===== src/rtl/blink_pkg.sv =====
// Shared constants for the LED blink sequencer: FSM state encoding and the
// default bit period for the board clock.
package blink_pkg;

  localparam logic [1:0] ST_IDLE = 2'd0;
  localparam logic [1:0] ST_PLAY = 2'd1;
  localparam logic [1:0] ST_DONE = 2'd2;

  // One pattern bit per 0.5 s on the 50 MHz board clock
  localparam int TICK_DIV_DEFAULT = 25_000_000;

endpackage


===== src/rtl/blink_tick_gen.sv =====
// Bit-period prescaler: counts enabled cycles 0..TICK_DIV-1 and flags the wrap
// cycle as a tick. clear has priority over enable.
module blink_tick_gen #(
  parameter int TICK_DIV = 4
) (
  input  logic clk,
  input  logic reset,
  input  logic clear,
  input  logic enable,
  output logic tick
);

  localparam int CNT_W = (TICK_DIV > 2) ? $clog2(TICK_DIV) : 1;
  localparam logic [CNT_W-1:0] CNT_LAST = CNT_W'(TICK_DIV - 1);

  logic [CNT_W-1:0] cnt_q;

  assign tick = enable && (cnt_q == CNT_LAST);

  always_ff @(posedge clk) begin
    if (reset || clear) begin
      cnt_q <= '0;
    end else if (enable) begin
      cnt_q <= tick ? '0 : cnt_q + 1'b1;
    end
  end

endmodule


===== src/rtl/blink_sequencer.sv =====
// LED pattern player: accepts a pattern over valid/ready and plays it MSB first,
// one bit per TICK_DIV cycles, for pat_reps passes (0 = forever) or until abort.
//
//   state   | meaning
//   --------+-----------------------------------------------------------
//   IDLE    | pat_ready high, led off, waiting for pat_valid
//   PLAY    | pattern bit idx_q on led, prescaler running
//   DONE    | single-cycle done pulse after the last finite pass
module blink_sequencer
  import blink_pkg::*;
#(
  parameter int TICK_DIV = TICK_DIV_DEFAULT,
  parameter int PAT_W    = 16,
  parameter int REP_W    = 4
) (
  input  logic             clk,
  input  logic             reset,
  input  logic             pat_valid,
  output logic             pat_ready,
  input  logic [PAT_W-1:0] pat_data,
  input  logic [REP_W-1:0] pat_reps,
  input  logic             abort,
  output logic             led,
  output logic             busy,
  output logic             done
);

  localparam int IDX_W = (PAT_W > 2) ? $clog2(PAT_W) : 1;
  localparam logic [IDX_W-1:0] IDX_MAX = IDX_W'(PAT_W - 1);
  localparam logic [REP_W-1:0] REP_ONE = REP_W'(1);

  logic [1:0]       state_q, state_d;
  logic [PAT_W-1:0] pat_q, pat_d;
  logic [REP_W-1:0] reps_q, reps_d;
  logic [IDX_W-1:0] idx_q, idx_d;
  logic             led_d, busy_d, done_d, ready_d;
  logic             tick, tick_clear, tick_en;

  assign tick_en    = (state_q == ST_PLAY);
  assign tick_clear = ((state_q == ST_IDLE) && pat_valid) ||
                      ((state_q == ST_PLAY) && abort);

  blink_tick_gen #(
    .TICK_DIV (TICK_DIV)
  ) u_tick_gen (
    .clk    (clk),
    .reset  (reset),
    .clear  (tick_clear),
    .enable (tick_en),
    .tick   (tick)
  );

  always_comb begin
    state_d = state_q;
    pat_d   = pat_q;
    reps_d  = reps_q;
    idx_d   = idx_q;
    case (state_q)
      ST_IDLE: begin
        // abort is meaningless here, so a simultaneous pat_valid simply wins
        if (pat_valid) begin
          state_d = ST_PLAY;
          pat_d   = pat_data;
          reps_d  = pat_reps;
          idx_d   = IDX_MAX;
        end
      end
      ST_PLAY: begin
        if (abort) begin
          state_d = ST_IDLE;
          reps_d  = '0;
          idx_d   = '0;
        end else if (tick) begin
          if (idx_q != '0) begin
            idx_d = idx_q - 1'b1;
          end else if (reps_q == REP_ONE) begin
            state_d = ST_DONE;
            reps_d  = '0;
          end else begin
            // reps 0 never decrements: it means play forever
            if (reps_q != '0) begin
              reps_d = reps_q - 1'b1;
            end
            idx_d = IDX_MAX;
          end
        end
      end
      ST_DONE: begin
        state_d = ST_IDLE;
      end
      default: begin
        state_d = ST_IDLE;
        reps_d  = '0;
        idx_d   = '0;
      end
    endcase
  end

  // Outputs follow the next state so they are registered without extra latency
  always_comb begin
    led_d   = (state_d == ST_PLAY) ? pat_d[idx_d] : 1'b0;
    busy_d  = (state_d == ST_PLAY);
    done_d  = (state_d == ST_DONE);
    ready_d = (state_d == ST_IDLE);
  end

  always_ff @(posedge clk) begin
    if (reset) begin
      state_q   <= ST_IDLE;
      pat_q     <= '0;
      reps_q    <= '0;
      idx_q     <= '0;
      led       <= 1'b0;
      busy      <= 1'b0;
      done      <= 1'b0;
      pat_ready <= 1'b1;
    end else begin
      state_q   <= state_d;
      pat_q     <= pat_d;
      reps_q    <= reps_d;
      idx_q     <= idx_d;
      led       <= led_d;
      busy      <= busy_d;
      done      <= done_d;
      pat_ready <= ready_d;
    end
  end

endmodule


===== config.mk =====
export PLATFORM = sky130hd
export DESIGN_NAME = blink_sequencer
export DESIGN_NICKNAME = d
export VERILOG_FILES = /design/src/rtl/blink_pkg.sv /design/src/rtl/blink_tick_gen.sv /design/src/rtl/blink_sequencer.sv
export SDC_FILE = /design/constraint.sdc
export NUM_CORES = 1
export LEC_CHECK = 0
export ABC_AREA = 1
export BUFFER_PORTS_ARGS = -buffer_cell sky130_fd_sc_hd__buf_2
export CAP_MARGIN = 20
export CORE_ASPECT_RATIO = 0.9
export CORE_UTILIZATION = 45
export DETAILED_ROUTE_END_ITERATION = 12
export PLACE_DENSITY_LB_ADDON = 0.2
export SYNTH_ARGS = -nofsm -noshare
export SYNTH_HDL_FRONTEND = slang
export SYNTH_SLANG_ARGS = --single-unit

===== constraint.sdc =====
create_clock -name clk -period 2.8 [get_ports clk]
set_input_delay 0.28 -clock clk [delete_from_list [all_inputs] [get_ports clk]]
set_output_delay 0.28 -clock clk [all_outputs]
set_load 0.02 [all_outputs]

; ---- Word level (Yosys, flattened, before mapping)
; Cells that the tools add are included.
[word_totals]
register_bits = 55
latchBits = 0
mem_bits_rw = 0
romBits = 0
in_bits = 24
n_memories = 0
[classes]
add_sub_neg = 3
mul = 0
div = 0
n_lt_le_gt_ge = 1
n_eq_ne = 10
shift = 0
mux = 24
bitwise = 2
n_reduce_logical = 11
[op_table]
columns = cell, count
row1 = 2-to-1 mux 4 bit, 11
row2 = 2-to-1 mux 16 bit, 2
row3 = "adder 25 x 1 -> 25 bit, second input constant", 1
row4 = "== test 25 bit, second input constant", 1
row5 = 2-to-1 mux 25 bit, 1
row6 = case mux 4 bit (3 select lines), 2
row7 = 2-to-1 mux 2 bit, 5
row8 = nonzero test 4 bit, 2
row9 = "subtractor 4 x 1 -> 4 bit, second input constant", 2
row10 = "inequality test 3 bit, second input constant", 2
row11 = "less-than comparator 4 x 5 -> 1 bit, second input constant", 1
row12 = AND reduction 5 bit, 1
row13 = binary-select mux 1 bit (select 4 bit), 1
row14 = "== test 2 x 1 -> 1 bit, second input constant", 2
row15 = "== test 2 bit, second input constant", 2
row16 = "== test 4 x 1 -> 1 bit, second input constant", 1
row17 = logical NOT 2 bit, 2
row18 = "inequality test 4 bit, second input constant", 1
row19 = case mux 2 bit (2 select lines), 1
row20 = logical AND 1 bit, 3
row21 = logical OR 1 bit, 2
row22 = "inequality test 2 bit, second input constant", 1
row23 = inverter 1 bit, 2
row24 = OR reduction 2 bit, 1
row25 = 2-to-1 mux 1 bit, 1

; ---- Depth between registers and ports, before layout
[depth]
depth_word = 9
depth_mapped = 15

; ---- Cells and area by module
; From an unflattened synthesis, not the netlist that was laid out.
[hier_totals]
hier_cells = 490
area_unflattened_um2 = 3264.4
[modules_own_cells]
columns = module, n_inst, cells_each, area_each_um2, seq_area_each_um2
row1 = blink_sequencer, 1, 234, 1660.3, 600.6
row2 = blink_tick_gen, 1, 256, 1604.0, 500.5

; ---- Least setup slack after synthesis
; OpenSTA, ideal clock, no wires.
[synth_timing]
kind = register to register
start = reg u_tick_gen.cnt_q[0]
end = reg led
arrival_ps = 1821
t_required_ps = 2730
path_slack_ps = 910
path_stages_with_launch = 16
period_less_slack_ps = 1890
path_cell_list = dfxtp_1 ha_1 nand2_1 nor2_1 nand2_1 nor2_1 nand3_1 nand2_1 inv_1 nand2_2 nand2_1 nand2_1 nand3_1 nand3_1 nand3_1 a21oi_1
[synth_between]
elab_chain_len = 8
[synth_rtl]
columns = item, line
row1 = "start, declared", blink_tick_gen.sv:16  ; logic [CNT_W-1:0] cnt_q;
row2 = "start signal, assigned", blink_tick_gen.sv:24  ; cnt_q <= tick ? '0 : cnt_q + 1'b1;
row3 = == test 25 bit (*), blink_tick_gen.sv:18  ; assign tick = enable && (cnt_q == CNT_LAST);
row4 = logical AND 1 bit (*), blink_tick_gen.sv:18
row5 = "parallel branches: the longest is 6 deep, another holds 2-to-1 mux 4 bit", --
row6 = "end signal, assigned", blink_sequencer.sv:122  ; led <= led_d;
row7 = "end, declared", blink_sequencer.sv:23  ; output logic led,
; Every way passes the cells marked *. The select of a mux whose other input is x is not followed.
; A chain may end at the register's enable or synchronous reset.

; ---- Worst setup path in the final report
[layout_timing]
start = reg idx_q[0]
end = reg led
[layout_between]
elab_chain_len = 8
[layout_rtl]
columns = item, line
row1 = "start, declared", blink_sequencer.sv:35  ; logic [IDX_W-1:0] idx_q, idx_d;
row2 = "start signal, assigned", blink_sequencer.sv:121  ; idx_q <= idx_d;
row3 = "parallel branches: the longest is 8 deep, another holds subtractor 4 x 1 -> 4 bit", --
; Parallel ways; which one is timed is not known. The select of a mux whose other input is x is not followed.

==> metrics.txt <==
run status=finished with violations; failing checks=DRC; area of the mapped netlist=around 0.0028 mm²; wire length of the first global-routing pass=about 11,000 µm; area of placed instances=0.003044 mm²; Reg2Reg Setup Slack=approximately 0.37 ns; gate count after technology mapping=~390; area of the core region=between 0.006 and 0.007 mm²; largest net degree at the start of global routing=30; Total Die Area=roughly 0.0066 mm²; Data arrival, critical path=2.68 ns; TritonCTS buffer count=5; PostCTS Resize Cnt=0; pre-CTS setup slack=0.4203 ns; crit-path max FO=10; worst-skew pair later-pin latency=between 0.3 and 0.4 ns; setup_tns=0 ns; number of global-route vias before repair=about 2,300; final hold violation count=0; share of the clock period used by the worst path after layout=~87%; total non-filler cell area in the finished layout=between 0.003 and 0.004 mm²; slew at the pin closest to its max-slew limit=between 0.5 and 0.6 ns; standard-cell rows=27; post-detailed-route count of antenna-violating nets=0; initial core utilization=roughly 46%; share of synthesized area occupied by flip-flops and latches=between 30% and 40%; quantity of I/O buffers inserted on ports=27; sum of routed wire length over all layers=6057 µm; YS warnings=0; area added between synthesis and finish=10.85%; most used cell, CP=nand2_1; cell with the biggest individual delay on the critical path=nor3_1; top library cells by usage in the layout, fill and taps aside=69 x nor2_1, 58 x nand2_1, 55 x dfxtp_1; root buffer cell=clkbuf_8; total inserted antenna cells=0; Final Max Slew Viols=0; Reg area=between 0.001 and 0.0015 mm²; startpoint of the tightest hold check path=abort; HPWL after detailed placement=between 4000 and 5000 µm; count of endpoints failing setup in the final report=0; clock slew at the register clock pins of the worst setup and hold paths=roughly 0.10 ns; All-Layer GR Usage=19.86%; routed via count=~2,500; pwr dens=between 400 and 500 mW/mm²; Mapped Nets=~420; start of the worst register-to-register path=idx_q[0]; classification of the worst-slack hold path=primary input to flop; DRC violation count after routing=2; number of nets in the layout=~450; Synth Register Bits=between 50 and 60; Largest stage delay, worst path=approximately 0.4 ns; Tmin final=about 2.4 ns; TritonCTS clock tree=done; endpoint class of the critical path=flop; H-Tree Level Count=2; number of different library cells in the post-synthesis netlist=35; I/O pin total=28; Sinks on Clock Net=55; sum of overflow across all layers after global routing=0; via count normalized by instance count=approximately 5.1; layout cells sized above 1=between 10% and 20%; number of cells on the worst hold path=2; critical-path cell list=inv_1 -> ha_1 -> inv_1 -> nor3_1 -> nand2_1 -> nand4_1 -> nand2_1 -> nand2_2 -> nand2_1 -> nand2_1 -> nand3_1 -> nand3_1 -> nand3_1 -> a21oi_1; most common cell after layout, fill and taps aside=nor2_1; multi-input gate area in the final layout=0.001496 mm²; Die W=approximately 86 µm; achievable frequency=0.4120 GHz; Worst Clk Skew=0.007282 ns; post-synthesis area per instance=~7.3 µm²; category of the worst setup path launch point=flop; worst-case reg-to-reg path depth=14; Lkg Pwr=~1.3 nW; hold buffers post-CTS=0; least setup slack across all paths after layout=0.3728 ns; first-iteration detailed-routing DRC count=140; Setup Crit Path Kind=flop to flop; drt pass-1 iters=8; max cap viols=0; unrepaired setup endpoints after global routing=no; terminating pin of the worst hold path=state_q[1]; routed wire length per instance=between 10 and 15 µm; required time at the worst-slack endpoint=3.05 ns; worst reg2reg path endpoint=led; Max Root-Sink Buffers=2; number of filler cells placed in the layout=about 600; peak supply drop=roughly 0.28 mV; antenna violations before repair=0; number of buffers inserted to repair setup after CTS=0; die outline height=just under 80 µm; worst slew margin relative to its limit=around 64%; Final Wtd Congestion=0.8875
-- metal layers --
metal / GRT usage [%] / share of wire [%] / routed length (µm)
met1: 29.90 / 54 / 3287
met2: 28.48 / 41 / 2464
met3: 3.552 / 3.9 / 235
met4: 6.000 / 1.2 / 70
met5: 0 / 0 / 0
-- kinds of logic after synthesis --
logic type / count (synthesis) / share of synthesized area [%]
AND/OR/NAND/NOR: 194 / 32.01
buffers and inverters: 61 / 8.189
adder cells (fa/ha/maj): 5 / 2.213
AO/OA/AOI/OAI: 47 / 10.18
XOR/XNOR: 9 / 2.789
multiplexers: 16 / 5.666
flip-flops: 55 / 38.96
-- how the worst max path moves through the flow --
stage               slack (ns)   to  cells after the start                 from
floorplan                 0.91  led                     15  u_tick_gen.cnt_q[0]
detailed placement        0.42  led                     14             idx_q[0]
global placement          0.39  led                     14             idx_q[0]
finish                    0.37  led                     14             idx_q[0]
CTS                       0.38  led                     14             idx_q[0]
global route              0.05  led                     14             idx_q[0]
-- critical path: cells and delay by family, from the launching register on --
kind            cells  cell delay, ns
buf+inv             2            0.18
simple gates       10            1.55
flops               1            0.33
fa+ha+maj           1            0.16
compound gates      1            0.14
-- power breakdown --
part           internal (mW)  switching (mW)  total [mW]
sequential             0.814          0.0149       0.828
combinational         0.0898           0.147       0.237
clock                  0.175           0.266       0.441
-- cells in the mapped netlist --
cell	count	area share [%]
a2111oi_0	1	0.31
a211oi_1	6	1.6
a21oi_1	18	3.2
a21oi_2	1	0.31
a221oi_1	4	1.2
a22oi_1	2	0.53
a31o_2	1	0.31
buf_2	2	0.35
clkbuf_1	4	0.53
dfxtp_1	55	39
ha_1	5	2.2
inv_1	54	7.2
inv_2	1	0.13
mux2i_1	16	5.7
nand2_1	58	7.7
nand2_2	2	0.44
nand2_4	1	0.40
nand3_1	35	6.2
nand3_2	2	0.71
nand3_4	1	0.62
nand4_1	6	1.3
nor2_1	70	9.3
nor2_4	2	0.80
nor2_8	1	0.71
nor3_1	11	1.9
nor3_4	2	1.2
nor3b_1	1	0.27
nor4_1	1	0.22
o21a_1	1	0.27
o21ai_0	11	1.9
o21ai_1	1	0.18
o21ai_2	1	0.31
or2_2	1	0.22
xnor2_1	1	0.31
xor2_1	8	2.5
-- area by class of cell --
cell class                      count  area share, %
Clock inverter                      3         0.6390
Tap cell                           72          2.875
Inverter                           55          6.589
Sequential cell                    55          35.14
Clock buffer                        5          2.196
Multi-Input combinational cell    271          47.76
Timing Repair Buffer               29          4.792
-- flip-flops by register name, summed over array words and instances (netlist names) --
register	count
busy	1
done	1
idx_q	4
reps_q	4
state_q	2
u_tick_gen.cnt_q	25
pat_q	16
pat_ready	1
led	1
-- metrics by stage --
stage | total power [mW] | hold slack [ns] | instances | utilization [%]
2_1_floorplan | 1.019 | 0.3593 | 387 | -
3_3_place_gp | 1.081 | 0.4614 | 482 | 50.06
3_5_place_dp | 1.084 | 0.4705 | 482 | 50.06
4_1_cts | 1.524 | 0.1681 | 490 | 51.52
5_1_grt | 1.592 | 0.1796 | 490 | 51.52
6_report | 1.506 | 0.1775 | 490 | 51.52
Note: power is estimated with default switching activity, not from simulation.
